<file path="src/rtl/input_loader_pkg.sv">
// Shared types for the top-level sequencer
// and the stages it drives.
package input_loader_pkg;

  typedef enum logic [2:0] {
    s_IDLE    = 3'd0,
    s_LOAD    = 3'd1,
    s_LAYER_1 = 3'd2,
    s_LAYER_2 = 3'd3,
    s_LAYER_3 = 3'd4
  } state_t;

endpackage

</file>
<file path="src/rtl/input_loader.sv">
// Input loader: assembles the binary image and
// the 3x3x8 kernel set from a byte stream.
module input_loader
  import input_loader_pkg::*;
#(
  parameter int IMG_DIM     = 28,
  parameter int NUM_FILTERS = 8
) (
  input  logic       clk,
  input  logic       rst_n,
  input  state_t     state,
  input  logic [7:0] data_in,
  input  logic       data_valid,
  output logic       data_ready,
  output logic [IMG_DIM-1:0][IMG_DIM-1:0] pixels,
  output logic [2:0][2:0][NUM_FILTERS-1:0] weights,
  output logic       load_done,
  output logic       overflow_err
);

  localparam int PIX_BITS  = IMG_DIM * IMG_DIM;
  localparam int PIX_BYTES = (PIX_BITS + 7) / 8;
  localparam int WT_BYTES  = 9;
  localparam int LAST      = PIX_BYTES + WT_BYTES - 1;

  logic [6:0] byte_cnt;
  logic [PIX_BYTES*8-1:0] pix_flat;
  logic [WT_BYTES*NUM_FILTERS-1:0] wt_flat;
  logic in_load;
  logic accept;

  assign in_load    = (state == s_LOAD);
  assign data_ready = in_load && !load_done;
  assign accept     = data_valid && data_ready;

  assign pixels  = pix_flat[PIX_BITS-1:0];
  assign weights = wt_flat;

  // Capture one byte per accepting edge into the
  // pixel or weight region selected by byte_cnt.
  always_ff @(posedge clk) begin
    if (!rst_n) begin
      pix_flat <= '0;
      wt_flat  <= '0;
    end else if (accept) begin
      for (int i = 0; i < PIX_BYTES; i++) begin
        if (byte_cnt == 7'(i))
          pix_flat[i*8 +: 8] <= data_in;
      end
      for (int k = 0; k < WT_BYTES; k++) begin
        if (byte_cnt == 7'(PIX_BYTES + k))
          wt_flat[k*NUM_FILTERS +: NUM_FILTERS] <= data_in;
      end
    end
  end

  // Byte counter saturates at the last byte;
  // load_done latches on the final accept.
  always_ff @(posedge clk) begin
    if (!rst_n) begin
      byte_cnt  <= '0;
      load_done <= 1'b0;
    end else if (accept) begin
      if (byte_cnt == 7'(LAST))
        load_done <= 1'b1;
      else
        byte_cnt <= byte_cnt + 7'd1;
    end
  end

  // Any byte offered after completion is dropped
  // and flagged until reset.
  always_ff @(posedge clk) begin
    if (!rst_n)
      overflow_err <= 1'b0;
    else if (in_load && load_done && data_valid)
      overflow_err <= 1'b1;
  end

endmodule
</file>
<file path="config.mk">
export PLATFORM = sky130hd
export DESIGN_NAME = input_loader
export DESIGN_NICKNAME = d
export VERILOG_FILES = /design/src/rtl/input_loader_pkg.sv /design/src/rtl/input_loader.sv
export SDC_FILE = /design/constraint.sdc
export NUM_CORES = 2
export LEC_CHECK = 0
export ABC_AREA = 1
export BUFFER_PORTS_ARGS = -buffer_cell sky130_fd_sc_hd__buf_2
export CAP_MARGIN = 15
export CORE_AREA = 10 10 328 330
export DETAILED_ROUTE_END_ITERATION = 8
export DIE_AREA = 0 0 338 340
export PLACE_DENSITY = 0.67
export SETUP_SLACK_MARGIN = 0.4
export SYNTH_ARGS = -nofsm -noshare
export SYNTH_HDL_FRONTEND = slang
export SYNTH_SLANG_ARGS = --single-unit
</file>
<file path="constraint.sdc">
create_clock -name clk -period 2.4 [get_ports clk]
set_input_delay 0.48 -clock clk [delete_from_list [all_inputs] [get_ports clk]]
set_output_delay 0.48 -clock clk [all_outputs]
set_load 0.02 [all_outputs]
</file>
### Yosys cells after proc, flatten, opt, wreduce, memory -nomap -nowiden

Index checks and enable logic that the tools add are counted.

| word-level totals | value |
|---|---|
| flip-flop bits (word level) | 865 |
| bits of input ports | 14 |
| logic and storage cells | 333 |

| cells by class | value |
|---|---|
| $add $sub $neg | 1 |
| equality and inequality tests | 107 |
| bitwise operators | 1 |
| reduce and logical (&&, ||, !) cells | 114 |

Operator list:

| cell | count |
|---|---|
| equality test 7 bit, second input constant | 43 |
| equality test 7 x 6 -> 1 bit, second input constant | 32 |
| AND reduction 2 bit | 108 |
| equality test 7 x 5 -> 1 bit, second input constant | 16 |
| equality test 7 x 4 -> 1 bit, second input constant | 8 |
| equality test 7 x 3 -> 1 bit, second input constant | 4 |
| equality test 7 x 2 -> 1 bit, second input constant | 2 |
| adder 7 x 1 -> 7 bit, second input constant | 1 |
| equality test 7 x 1 -> 1 bit, second input constant | 1 |
| logical NOT 7 bit | 1 |
| logical AND 1 bit | 4 |
| equality test 3 x 1 -> 1 bit, second input constant | 1 |
| logical NOT 1 bit | 1 |
| inverter 1 bit | 1 |

### Depth between registers and ports, before layout

| depth | value |
|---|---|
| depth in word-level cells | 4 |
| mapped depth | 10 |
| mapped depth without buffers | 9 |

### Worst setup path before layout

Ideal clock, no wire load.

| path | value |
|---|---|
| path kind | flip-flop to flip-flop |
| start point | register byte_cnt[0] |
| end point | register pix_flat[319] (netlist: pixels[319]) |
| setup time | 0.113 ns |
| data arrival time | 1.588 ns |
| setup slack | 0.699 ns |
| stages on the path, launching flop included | 10 |
| buffers on the path | 1 |
| cells stage by stage | dfxtp_1 ha_1 buf_2 nand2_1 nor2_2 inv_1 nor2_2 nand3_1 nand2_1 nor2_1 |

| between the ends | value |
|---|---|
| longest elaborated chain between the ends | 2 |

Ends and longest elaborated chain:

| item | line | RTL |
|---|---|---|
| start, declared | input_loader.sv:26 | `logic [6:0] byte_cnt;` |
| start signal, assigned | input_loader.sv:67 | `byte_cnt <= byte_cnt + 7'd1;` |
| equality test 7 x 6 -> 1 bit | input_loader.sv:47 | `if (byte_cnt == 7'(i))` |
| AND reduction 2 bit (no source line) | n/a |  |
| end signal, assigned by index | input_loader.sv:48 | `pix_flat[i*8 +: 8] <= data_in;` |
| end, declared | input_loader.sv:27 | `logic [PIX_BYTES*8-1:0] pix_flat;` |

Every way passes these cells.
A chain may end at the register's enable or synchronous reset.

### Worst setup path after layout

| path | value |
|---|---|
| start point | register byte_cnt[0] |
| end point | register pix_flat[182] (netlist: pixels[182]) |

| between the ends | value |
|---|---|
| longest elaborated chain between the ends | 2 |

Ends and longest elaborated chain:

| item | line |
|---|---|
| equality test 7 x 5 -> 1 bit | input_loader.sv:47 |
| AND reduction 2 bit (no source line) | n/a |

Every way passes these cells.

==> implementation parameters <==
Parameter                              Value

Global route
  First-pass GRT wire length ... 217 mm
  Total routing usage reported by global routing ... 0.246
  Antenna violations before repair ... 1
  GRT overflow ... 0
  Vias in the first global route ... 33613
  Maximum number of pins on one net before global-route repair ... 121

Worst setup path
  Slowest stage delay, CP ... 360 ps
  Crit path cell chain ... inv_1 > ha_2 > nand3_4 > buf_6 > nor2_8 > inv_1 > nor2_4 > nor2_1 > nor2_1
  Crit-path max FO ... 9
  CP Capture Type ... flop
  CP Data Required Time ... 3000 ps
  Setup Crit Path Kind ... reg2reg
  Worst setup SP type ... flop
  Cell family contributing the most delay on the critical path ... simple AND/OR/NAND/NOR gates
  Worst path slowest cell ... dfxtp_2
  Data arrival time of the critical path ... 2550 ps
  Bufs and invs on worst path ... 3

Synthesis
  Sequential share of the synthesized area ... 0.483
  Yosys Warn Count ... 0
  Post-Synthesis Mean Instance Area ... approximately 7 um2
  Most used DFF post-synth ... dfxtp_1
  Leading post-synthesis cells by cell area ... dfxtp_1 (48%), nor2_1 (18%), nand3_1 (12%), nand2_1 (9.5%), nor2_4 (3.9%)
  Fraction of registers with async set or reset after synthesis ... 0
  Post-synthesis instance area ... 35800 um2
  Number of enable-type register cells in the synthesized netlist ... 0
  Top cell type's share of synthesized area ... 0.483
  Unique masters post-synth ... 27
  Synthesis-stage register bit count ... 865
  Cell accounting for the most synthesized area ... dfxtp_1
  Post-Syn Nets ... 5052
  Instance count of the mapped netlist ... 5034

Placed design
  Placed wire-length estimate ... ~100 mm
  Pre-CTS worst setup slack ... 117 ps
  Number of buffers added on ports ... between 800 and 900
  Placed Instance Area ... between 40000 and 50000 um2
  Final weighted congestion in routability-driven placement ... 0.858

Detailed routing
  Number of vias per cell after detailed routing ... roughly 4.9
  Mean routed wirelength per cell ... slightly above 20 um
  DR DRC count ... 0
  Detailed Route Iter0 Violations ... 2731
  DR pass1 iterations ... 6
  Wirelength, routed ... 149 mm
  Total via count in the routed design ... between 30000 and 40000
  Post-detailed-route count of antenna-violating nets ... 0

Run status
  Status ... finished clean

Clock tree
  Skew-Pair Late Insertion Delay ... 670 ps
  CTS Hold Buffers Added ... 0
  Clock buffer count from CTS ... 94
  Clock Sinks ... 865
  Clock tree from TritonCTS ... yes
  Clk pin slew, worst setup/hold paths ... 60 ps
  Root cell of the clock tree ... clkbuf_16
  Clock Tree Buf Depth ... 3
  H-tree level count ... 3

Power and ir drop
  Total power per unit cell area ... about 660 nW/um2
  Maximum resistive drop on vdd ... between 0.0005 and 0.0006 V
  P_leak ... 21.2 nW

Timing
  Part of the cycle the worst path needs ... 0.812
  Layout Skew ... 20.4 ps
  Minimum hold slack ... 145 ps
  Shortest clock period the worst path allows after layout ... 1950 ps
  Number of pins exceeding their max-slew limit in the final report ... 0
  RSZ-0062 raised after global routing ... true
  Aggregate negative setup slack ... 0 ps
  Final hold violation count ... 0
  Maximum clock rate ... 0.513 GHz
  Final worst-path setup slack ... ~450 ps
  Remaining max-slew budget at the tightest pin ... 0.512
  Worst slew pin tran ... ~730 ps
  Number of setup violations in the final report ... 0

Floorplanning
  Height of the die ... 340 um
  Count of boundary I/O pins ... 873
  Die X ... 338 um
  Initial core utilization ... 0.354
  Number of placement rows ... 117
  Area enclosed by the die boundary ... 115000 um2
  Placeable core region ... 101000 um2

Cells and area
  Synth-to-Final Area Change ... 29.7%
  Diode count ... 0
  # fillers ... between 10000 and 15000
  Nets ... 5955
  Share of layout cells above drive strength 1 ... 0.260
  Final non-filler cell area ... 46500 um2

Flow run
  Number of max-cap violations ... 0

Min path
  Path type of the worst min-delay path ... in2reg
[power breakdown]
part	internal (mW)	switching, mW
combinational	0.419	1.13
sequential	14.4	0.00845
clock	8.54	6.23
total	23.3	7.37
[timing repair]
action / 4_1_cts / 5_1_grt
endpoints found under the setup margin: 579 / 555
buffers inserted: 22 / 39
pin swaps: 12 / 25
cloned: 1 / 0
resized for setup: 36 / 27
[worst min-delay path, cell delays in order]
cell and delay [ps]:
buf_2 130, nand4_1 90, a21oi_1 60
[cell usage in the layout (no fill, tap or decap), drive strengths merged]
| cell | instances |
|---|---|
| a21oi | 4 |
| buf | 1110 |
| bufinv | 3 |
| clkbuf | 140 |
| clkinv | 29 |
| clkinvlp | 3 |
| dfxtp | 865 |
| ha | 4 |
| inv | 127 |
| nand2 | 909 |
| nand3 | 881 |
| nand4 | 2 |
| nor2 | 1934 |
| o21ai | 2 |
| xnor2 | 1 |
[state kept, by name, indices dropped and copies added, names as in the netlist]
register,flops
load_done,1
weights,72
pixels,784
byte_cnt,7
overflow_err,1
[cells in the mapped netlist (8+ instances only)]
master    instances
nor2_1         1745
nand2_1         904
dfxtp_1         865
nand3_1         864
nor2_4          124
buf_1           118
buf_2            96
clkbuf_1         74
inv_1            67
inv_2            60
nor2_2           53
nand3_4          16
nor2_8           11
buf_4             8
[layer usage]
| metal | up-vias | routed length (um) | global-route usage |
|---|---|---|---|
| met5 | - | 0 | 0 |
| li1 | 17591 | - | - |
| met3 | 319 | 12100 | 0.0481 |
| met1 | 16978 | 59000 | 0.299 |
| met4 | 0 | 7150 | 0.124 |
| met2 | 1539 | 70900 | 0.410 |
[area by class of cell]
| cell class | count | area [um2] | share of cell area |
|---|---|---|---|
| clock buffers | 140 | 2850 | 0.0613 |
| clock inverters | 33 | 300 | 0.00646 |
| multi-input cells | 3737 | 16900 | 0.363 |
| flip-flops and latches | 865 | 17300 | 0.373 |
| repair buffers | 1110 | 6900 | 0.149 |
| inverters | 129 | 517 | 0.0111 |
| well taps | 1368 | 1710 | 0.0368 |
[path summary, 6_finish.rpt]
kind	startpoint	end	slack, ps	depth (start not counted)
worst max-delay path	byte_cnt[0]$_SDFFE_PN0P_	pixels[182]$_SDFFE_PN0P_	450	9
worst min-delay path	data_valid	overflow_err$_SDFFE_PN0P_	140	3
worst max register to register	byte_cnt[0]$_SDFFE_PN0P_	pixels[182]$_SDFFE_PN0P_	450	9
worst min register to register	pixels[731]$_SDFFE_PN0P_	pixels[731]$_SDFFE_PN0P_	480	2
[cells by family after synthesis]
logic type / after synthesis / synth area share
DFF: 865 / 0.483
and+or+nand+nor: 3725 / 0.462
AOI/OAI and AO/OA: 6 / 0.000838
buffers and inverters: 433 / 0.0518
xor gates and xnor gates: 1 / 0.000245
adders and majority gates: 4 / 0.00140
[stage by stage]
| stage | util | instances | total power, mW |
|---|---|---|---|
| global placement | 0.420 | 7147 | 16.2 |
| CTS | 0.455 | 7343 | 30.9 |
| global route | 0.459 | 7382 | 31.5 |
| finish | 0.459 | 7382 | 30.7 |
| floorplan | - | 5034 | 15.6 |
| detailed placement | 0.420 | 7147 | 16.2 |
Power figures use the tool's default switching activity.
